File: src/rtl/textmode_fetch_pkg.sv
// Shared constants for the textmode display fetch path: TRAM word layout
// and the fixed pixel latency that display timing uses to delay its syncs.
package textmode_fetch_pkg;
  localparam int CHAR_LSB     = 0;
  localparam int FG_LSB       = 8;
  localparam int BG_LSB       = 16;
  localparam int CHARW        = 8;
  localparam int TEXTMODE_LAT = 3;
endpackage

File: src/rtl/textmode_fetch.sv
// Display-side TRAM reader: walks the text grid with display timing, fetches
// one word per cell, looks up the glyph row and serialises it into colour indices.
module textmode_fetch
  import textmode_fetch_pkg::*;
#(
  parameter int ADDRW      = 12,
  parameter int WORD       = 32,
  parameter int TEXT_COLS  = 80,
  parameter int GLYPH_W    = 8,
  parameter int GLYPH_H    = 16,
  parameter int CIDXW      = 4,
  parameter int FONT_ADDRW = 12
) (
  input  logic                  clk_pix,
  input  logic                  rst_pix,
  input  logic                  frame_start,
  input  logic                  line_start,
  input  logic                  de,
  output logic [ADDRW-1:0]      addr_disp,
  input  logic [WORD-1:0]       dout_disp,
  output logic [FONT_ADDRW-1:0] font_addr,
  input  logic [GLYPH_W-1:0]    font_data,
  output logic [CIDXW-1:0]      pix_colr,
  output logic                  pix_de
);
  localparam int PXW = (GLYPH_W > 1) ? $clog2(GLYPH_W) : 1;
  localparam int PYW = $clog2(GLYPH_H);

  logic [PXW-1:0]   px, px_n;
  logic [ADDRW-1:0] col, col_n, row_base, rb_n;
  logic [PYW-1:0]   py, py_n, py_s1;
  logic             de_q, cell_s0;
  logic [TEXTMODE_LAT:1] de_pipe;
  logic [2:1]       vld_pipe;
  logic [CIDXW-1:0] fg_s1, bg_s1, fg, bg;
  logic [GLYPH_W-1:0] glyph_sr;
  logic             unused_word;

  assign unused_word = ^dout_disp;
  assign cell_s0     = de && (px == '0);

  // Counter next-state; frame/line starts override pixel stepping, even mid-line.
  always_comb begin
    px_n  = px;
    col_n = col;
    py_n  = py;
    rb_n  = row_base;
    if (de) begin
      if (px == PXW'(GLYPH_W - 1)) begin
        px_n  = '0;
        col_n = col + ADDRW'(1);
      end else begin
        px_n = px + PXW'(1);
      end
    end
    if (de_q && !de) begin
      if (py == PYW'(GLYPH_H - 1)) begin
        py_n = '0;
        rb_n = row_base + ADDRW'(TEXT_COLS);
      end else begin
        py_n = py + PYW'(1);
      end
    end
    if (line_start) begin
      col_n = '0;
      px_n  = '0;
    end
    if (frame_start) begin
      rb_n  = '0;
      py_n  = '0;
      col_n = '0;
      px_n  = '0;
    end
  end

  always_ff @(posedge clk_pix or posedge rst_pix) begin
    if (rst_pix) begin
      px        <= '0;
      col       <= '0;
      py        <= '0;
      row_base  <= '0;
      addr_disp <= '0;
      de_q      <= 1'b0;
      de_pipe   <= '0;
      vld_pipe  <= '0;
      py_s1     <= '0;
      fg_s1     <= '0;
      bg_s1     <= '0;
      fg        <= '0;
      bg        <= '0;
      glyph_sr  <= '0;
    end else begin
      px        <= px_n;
      col       <= col_n;
      py        <= py_n;
      row_base  <= rb_n;
      // Registered from next-state so the address is on the bus in the cell's first cycle.
      addr_disp <= rb_n + col_n;
      de_q      <= de;
      de_pipe   <= {de_pipe[TEXTMODE_LAT-1:1], de};
      vld_pipe  <= {vld_pipe[1], cell_s0};
      if (cell_s0) py_s1 <= py;
      if (vld_pipe[1]) begin
        fg_s1 <= dout_disp[FG_LSB +: CIDXW];
        bg_s1 <= dout_disp[BG_LSB +: CIDXW];
      end
      // A new cell's load replaces any leftover bits of a partial cell.
      if (vld_pipe[2]) begin
        glyph_sr <= font_data;
        fg       <= fg_s1;
        bg       <= bg_s1;
      end else begin
        glyph_sr <= glyph_sr << 1;
      end
    end
  end

  // Font address comes straight off the TRAM data so the ROM read fits in S1.
  assign font_addr = vld_pipe[1] ? {dout_disp[CHAR_LSB +: CHARW], py_s1} : '0;
  assign pix_de    = de_pipe[TEXTMODE_LAT];
  assign pix_colr  = pix_de ? (glyph_sr[GLYPH_W-1] ? fg : bg) : '0;
endmodule

File: config.mk
export PLATFORM = sky130hd
export DESIGN_NAME = textmode_fetch
export DESIGN_NICKNAME = d
export VERILOG_FILES = /design/src/rtl/textmode_fetch_pkg.sv /design/src/rtl/textmode_fetch.sv
export SDC_FILE = /design/constraint.sdc
export NUM_CORES = 1
export LEC_CHECK = 0
export ABC_AREA = 1
export CORE_ASPECT_RATIO = 1.4
export CORE_UTILIZATION = 35
export CTS_CLUSTER_DIAMETER = 30
export CTS_CLUSTER_SIZE = 10
export DETAILED_ROUTE_END_ITERATION = 7
export GPL_TIMING_DRIVEN = 0
export HOLD_SLACK_MARGIN = 0.08
export RECOVER_POWER = 25
export SKIP_CTS_REPAIR_TIMING = 1
export SYNTH_ARGS = -nofsm -noshare
export SYNTH_HDL_FRONTEND = slang
export SYNTH_SLANG_ARGS = --single-unit
File: constraint.sdc
create_clock -name clk_pix -period 3.55 [get_ports clk_pix]
set_clock_uncertainty 0.05 [all_clocks]
set_input_delay 1.065 -clock clk_pix [delete_from_list [all_inputs] [get_ports clk_pix]]
set_output_delay 1.065 -clock clk_pix [all_outputs]
set_load 0.03 [all_outputs]
==> results.cfg <==
[global_routing]
grt_pass1_vias = 2925
grt_max_degree = 75
grt_usage = 0.1519
grt_pass1_wl_um = 12760
gr-total-overflow = 0
antenna_found_initial = 0

[finish]
layout_commonest_cell = nand2_1
area_growth_pct = 28.88
drive_gt1_frac = 0.09899
multi_input_area_um2 = 1575
layout_common_cells = nand2_1, dfrtp_1, inv_1
fin_nets = 553
regArea_um2 = 1902
antennaDiodeCount = 0
fill_cells = 981
fin_area_um2 = 4830

[die]
die_y_um = 124.4
rows = 44
start_util = 0.3601
fp.dieArea_um2 = 11130
die_x_um = 89.45
core-area_um2 = 10410
io_pins = 74

[route]
vias = 2912
dr.pass1.iters = 4
wl_per_cell_um = 12.17
first_iter_violations = 125
wirelength_um = 7704
postRouteAntennaNets = 0
via_per_inst = 4.600
drc = 0

[clocking]
tritoncts = done
cts_root_buf = clkbuf_16
h-tree-depth = 3
clockBufferDepth = 2
clock-sinks = 76
clk_pin_slew_ps = 60
cts_buffers = 9
clkLatencyLatePin_ps = 340

[worst_setup_path]
required_ps = 2430
crit_fanout = 1
crit_path_end_kind = output port
worstSetupStartpointType = input pin
arrival_ps = 2300
critPathKind = input pin to output port
critical_path.cell_chain = clkdlybuf4s50_1, nand2_1, inv_1, clkdlybuf4s50_1
crit_slowest_cell = clkdlybuf4s50_1
max_stage_delay_ps = 670
crit_top_cell = clkdlybuf4s50_1

[place]
port-buffer-count = 56
place_congestion = 0.8548
postPlaceCellArea_um2 = 4511
dp_hpwl_um = 5667

[sta]
slew_viol_final = 75
hold_violations = 0
period_share = 0.9626
maxSlewHeadroom = -0.1877
grt_setup_unrepaired = false
setup_violations = 0
fmax_mhz = 292.6
min_period_ps = 3417
worstMarginPinSlew_ps = 1782

[pwr]
total_power_uw = 2164
irDropWorstVdd_mv = 0.2601
p_per_area_nw_per_um2 = 448.1
power.static_leakage_uw = 0.002318

[status]
status = complete, but fails checks
violations = max-capacitance violations, max-slew violations

[job]
max_cap_violations = 1

[synthesis]
yosys_warnings = 0
syn_area_um2 = 3747
avgSynthCellArea_um2 = 8.859
yosysSeqAreaShare = 0.5075
ys_ff_latch = 76
syn_nets = 486
synth_edf_count = 0
async_flop_share = 1.000
synthFlopType = dfrtp_1
ys_types = 31
synth_cells = 423

[min_path]
hp-class = register to register
==> synthesized netlist by cell type, types with 2 or more instances <==
library cell	instances	area [um^2]
a211oi_1	3	22.52
o21ai_0	32	160.2
nand2_4	2	22.52
clkbuf_1	8	30.03
inv_1	62	232.7
o21ai_1	2	10.01
a21o_1	2	15.01
nand4_1	5	31.28
nand2_1	80	300.3
ha_1	17	212.7
mux2_2	11	123.9
nor2_4	5	56.30
nand2_2	2	12.51
nor3_1	6	30.03
nand3_1	23	115.1
dfrtp_1	76	1902
inv_2	4	15.01
xnor2_1	6	52.55
a21oi_1	25	125.1
nand3b_1	2	15.01
xor2_1	4	35.03
nor2_1	37	138.9
==> routing by layer <==
metal | global-route usage | vias up | routed length, um
met4 | 0.07656 | 0 | 174
li1 | - | 1492 | -
met2 | 0.2618 | 66 | 3868
met3 | 0.03247 | 14 | 370
met1 | 0.1719 | 1340 | 3290
met5 | 0 | - | 0
==> through the flow <==
step | setup TNS [ps] | hold WS (ps) | utilization | cells | setup slack, ps
after CTS | 0 | 300.4 | 0.4662 | 634 | 50.73
after global routing | 0 | 307.6 | 0.4642 | 633 | 39.81
after detailed placement | -1069 | 290.4 | 0.4335 | 618 | -290.0
final | 0 | 304.9 | 0.4642 | 633 | 132.6
after floorplan | 0 | 281.2 | - | 423 | 496.7
after global placement | -57070 | 282.3 | 0.4306 | 617 | -740.5
==> registers in the layout (all words and copies together), names as in the netlist, 8 cells and up <==
register and cells:
addr_disp 12, col 12, row_base 12, glyph_sr 8
==> where the power goes <==
part | internal, uW | total [uW] | switching (uW)
sequential | 914 | 935 | 21.0
clock | 683 | 1030 | 349
combinational | 84.0 | 197 | 113
==> critical path, delay by kind of cell <==
| kind | cells | cell delay (ps) |
|---|---|---|
| buf+inv | 3 | 1190 |
| simple gates | 1 | 50 |
==> area by class of cell <==
type,count,area share
sequential,76,0.3938
multi-input combinational,272,0.3262
timing repair buffer,57,0.1158
inverter,66,0.05155
clock buffer,9,0.04663
tap,138,0.03575
clock inverter,7,0.02383
buffer,8,0.006477
==> final timing paths <==
check	from	endpoint	slack [ps]	depth (start not counted)
max in group asynchronous	rst_pix	col[3]	520	3
min in group asynchronous	rst_pix	bg_s1[3]	1010	2
worst max-delay path	dout_disp[4]	font_addr[8]	130	4
worst min register to register	de_pipe[2]	de_pipe[3]	300	0
worst min-delay path	de_pipe[2]	de_pipe[3]	300	0
worst max register to register	px[0]	addr_disp[11]	830	17
==> logic make-up after synthesis <==
| group | count (synthesis) | synth area share |
|---|---|---|
| fa+ha+maj | 18 | 0.06210 |
| simple gates | 167 | 0.2060 |
| xor+xnor | 10 | 0.02337 |
| compound gates | 66 | 0.09249 |
| buf+inv | 75 | 0.07546 |
| flops | 76 | 0.5075 |
| mux | 11 | 0.03306 |
Note: power is estimated with default switching activity, not from simulation.
